### config.mk
export PLATFORM = sky130hd
export DESIGN_NAME = shift_left_seq
export DESIGN_NICKNAME = d
export VERILOG_FILES = /design/src/rtl/shift_left_seq.sv
export SDC_FILE = /design/constraint.sdc
export NUM_CORES = 1
export LEC_CHECK = 0
export ABC_CLOCK_PERIOD_IN_PS = 2900
export CORE_MARGIN = 2
export CORE_UTILIZATION = 59
export DETAILED_ROUTE_END_ITERATION = 7
export DONT_BUFFER_PORTS = 1
export PLACE_DENSITY = 0.71
export SLEW_MARGIN = 20
export SYNTH_ARGS = -nofsm -noshare
export SYNTH_HDL_FRONTEND = slang
export SYNTH_SLANG_ARGS = --single-unit
### constraint.sdc
create_clock -name clk -period 2.9 [get_ports clk]
set_clock_uncertainty 0.15 [all_clocks]
set_input_delay 0.58 -clock clk [delete_from_list [all_inputs] [get_ports clk]]
set_output_delay 0.58 -clock clk [all_outputs]
set_load 0.01 [all_outputs]
### src/rtl/shift_left_seq.sv
// Multi-cycle left shift / rotate-left unit: one bit position per clock,
// single-cycle done pulse with the result held until the next completion.
module shift_left_seq #(
   parameter int unsigned WIDTH   = 32,
   parameter int unsigned SHAMT_W = 5
) (
   input  logic               clk,
   input  logic               reset_n,
   input  logic               start,
   input  logic [WIDTH-1:0]   A,
   input  logic [SHAMT_W-1:0] amnt,
   input  logic               rotate,
   output logic               busy,
   output logic               done,
   output logic [WIDTH-1:0]   result
);

   typedef enum logic [1:0] {StIdle, StShift, StFinish} state_e;

   state_e             state_q;
   logic [WIDTH-1:0]   data_q;
   logic [SHAMT_W-1:0] cnt_q;
   logic               rot_q;

   always_ff @(posedge clk or negedge reset_n) begin
      if (!reset_n) begin
         state_q <= StIdle;
         data_q  <= '0;
         cnt_q   <= '0;
         rot_q   <= 1'b0;
         busy    <= 1'b0;
         done    <= 1'b0;
         result  <= '0;
      end else begin
         unique case (state_q)
            // FINISH accepts start exactly like IDLE so operations can run back to back.
            StIdle, StFinish: begin
               done <= 1'b0;
               if (start) begin
                  data_q  <= A;
                  cnt_q   <= amnt;
                  rot_q   <= rotate;
                  busy    <= 1'b1;
                  state_q <= StShift;
               end else begin
                  state_q <= StIdle;
               end
            end
            StShift: begin
               if (cnt_q != '0) begin
                  data_q <= rot_q ? {data_q[WIDTH-2:0], data_q[WIDTH-1]}
                                  : {data_q[WIDTH-2:0], 1'b0};
                  cnt_q  <= cnt_q - 1'b1;
               end else begin
                  result  <= data_q;
                  done    <= 1'b1;
                  busy    <= 1'b0;
                  state_q <= StFinish;
               end
            end
            default: begin
               state_q <= StIdle;
            end
         endcase
      end
   end

endmodule

==> summary.md <==
| Metric | Value |
|---|---|
| Tot GR Track Use | 0.200 |
| Hold path endpoint | rot_q |
| RSZ-0062 raised after global routing | no |
| Max-cap violation count | 0 |
| Placer congestion estimate | 0.849 |
| Slew Viols, Final | 0 |
| Worst r2r path cells | 6 |
| Row Count | 27 |
| DP HPWL | 3.95 mm |
| Status | finished, final reports clean |
| Initial core utilization | 0.612 |
| Initial antenna violation count | 0 |
| Port Buffer Count | 0 |
| Diode count | 0 |
| Synth Register Bits | 74 |
| Htree depth | 3 |
| Hold Buf Count CTS | 2 |
| Skew-Pair Late Insertion Delay | 0.33 ns |
| CP Launch Type | register |
| WL/cell | 19.2 microns |
| GRT Residual Overflow | 0 |
| Worst Hold Depth | 2 |
| CP Capture Type | register |
| Crit path max fanout | 34 |
| Min Clock Period, post-route | 2.32 ns |
| Vias per cell | 5.85 |
| Vias in the first global route | 1992 |
| Multi-input gate area | 1430 sq um |
| Clk buf depth | 2 |
| Placed inst area | 3430 sq um |
| Pwr/cell area | 1280 nW/um^2 |
| Max transition margin | 0.626 |
| Most common cell after layout, fill and taps aside | dfrtp_1 |
| Routed Antenna Nets | 0 |
| Post-CTS Setup Bufs | 0 |
| Clock buffer count from CTS | 9 |
| Setup violations, final | 0 |
| CTS tree | built |
| Hold Crit Start | rotate |
| Tightest Hold Check Type | input port to register |
| Clk sink count | 74 |
| Via Count | 1797 |
| Die width | 79.6 microns |
| Highest clock rate | 430 MHz |
| Mapped Area | 3370 sq um |
| CP Data Arrival Time | 2.38 ns |
| CP required | 2.96 ns |
| Period utilization | 0.801 |
| Reg2reg start | cnt_q[1] |
| Netlist cell types | 31 |
| Nets | 272 |
| Post-layout instance area | 3640 sq um |
| Final hold viol count | 0 |
| Worst-path clk slew | 0.07 ns |
| Initial DRC Count | 93 |
| Routed WL | 5.88 mm |
| DRC viols | 0 |
| DIE HEIGHT | 79.6 microns |
| Leak pwr | 1.68 nW |
| Ports | 75 |
| Most frequent cells in the layout | 74 x dfrtp_1, 67 x mux2_2, 27 x mux2_4, 9 x clkbuf_8, 8 x nand2_1 |
| Synth-to-layout area growth | 8.17% |
| R2r setup slk | 0.58 ns |
| TNS Setup | 0 ns |
| Syn Nets | 264 |
| Reg2reg end | data_q[17] |
| Largest net degree at the start of global routing | 75 |
| Layout cells sized above 1 | 0.498 |
| Clock root cell | clkbuf_8 |
| Mean Syn Cell Area | 15.2 sq um |
| Peak supply drop | 0.633 mV |
| Die area | 6330 sq um |
| Mapped Cells | 222 |
| FF+latch area | 1850 sq um |
| Kind of critical path | register to register |
| Synth Warn # | 0 |
| Cts repair resizes | 0 |
| Worst Max-Slew Pin Slew | 0.561 ns |
| Placeable Area | 5510 sq um |
| Fillers | 415 |
| Pre-antenna DRT Iters | 4 |
| Seq/Total Area, Yosys | 0.550 |
| First-pass GRT wire length | 9.69 mm |
[how the worst max path moves through the flow]
stage	slack, ns	start	to
3_3_place_gp	0.69	cnt_q[0]	data_q[25]
4_1_cts	0.59	cnt_q[0]	data_q[17]
5_1_grt	0.48	cnt_q[0]	data_q[17]
6_report	0.58	cnt_q[1]	data_q[17]
3_5_place_dp	0.60	cnt_q[0]	data_q[17]
2_1_floorplan	0.80	cnt_q[0]	data_q[10]
[through the flow]
stage / instances / utilization / hold WS (ns) / power (W) / worst slack (ns)
2_1_floorplan: 222 / - / 0.134 / 0.00361 / 0.798
3_3_place_gp: 289 / 0.623 / 0.136 / 0.00382 / 0.688
3_5_place_dp: 289 / 0.623 / 0.136 / 0.00392 / 0.598
4_1_cts: 307 / 0.662 / 0.201 / 0.00470 / 0.592
5_1_grt: 307 / 0.662 / 0.212 / 0.00495 / 0.477
6_report: 307 / 0.662 / 0.219 / 0.00465 / 0.576
[where the power goes]
part           internal (W)  switching, W  leakage [nW]
registers           0.00156      0.000499         0.894
clock network      0.000396      0.000339        0.0914
logic               0.00119      0.000670         0.697
total               0.00314       0.00151          1.68
[synth_stat cells]
cell type	n	share of area
a211oi_1	3	0.0067
a21o_1	1	0.0022
a21oi_1	1	0.0015
a21oi_4	1	0.0048
a311oi_1	1	0.0026
a31oi_1	1	0.0019
a41oi_1	1	0.0026
and2b_1	1	0.0022
buf_2	7	0.010
buf_6	3	0.010
dfrtp_1	74	0.55
ha_1	1	0.0037
inv_1	4	0.0045
inv_4	1	0.0019
mux2_2	67	0.22
mux2_4	27	0.12
mux2i_1	3	0.0089
nand2_1	8	0.0089
nand2b_1	2	0.0037
nand3_1	1	0.0015
nand3b_1	1	0.0022
nor2_1	2	0.0022
nor2b_1	1	0.0019
nor3_1	1	0.0015
nor3b_1	1	0.0022
nor4b_1	1	0.0026
o21ai_0	1	0.0015
o22ai_1	3	0.0056
or2_2	1	0.0019
or3b_2	1	0.0026
or4b_4	1	0.0041
[flip-flops by register name, indices dropped and copies added, names as in the netlist]
signal	count
busy	1
done	1
state_q	2
rot_q	1
result	32
cnt_q	5
data_q	32
[final cells by class]
type                    instances  area share
inverters                       5     0.00584
repair buffers                  7      0.0206
well taps                      72      0.0247
clock buffers                  13      0.0381
multi-input cells             133       0.392
flip-flops and latches         74       0.508
clock inverters                 3      0.0110
[worst max-delay path, cell delays in order (launching register included)]
cell	delay (ns)
dfrtp_1	0.40
inv_1	0.09
ha_1	0.23
or4b_4	0.51
a21oi_4	0.21
inv_4	0.23
mux2_4	0.36
[layer usage]
layer	up-vias	GRT usage	wire length, microns
met5	-	0	0
li1	811	-	-
met2	66	0.316	2800
met1	906	0.246	2480
met4	0	0.0983	127
met3	14	0.0690	469
[cell families (layout without fill, tap and decap cells)]
family	Yosys count	after routing	synth area share
AOI/OAI and AO/OA	13	13	0.0293
and+or+nand+nor	22	22	0.0375
DFF	74	74	0.550
adders and majority gates	1	1	0.00371
buffers and inverters	15	28	0.0267
muxes	97	97	0.353
Power figures use the tool's default switching activity.
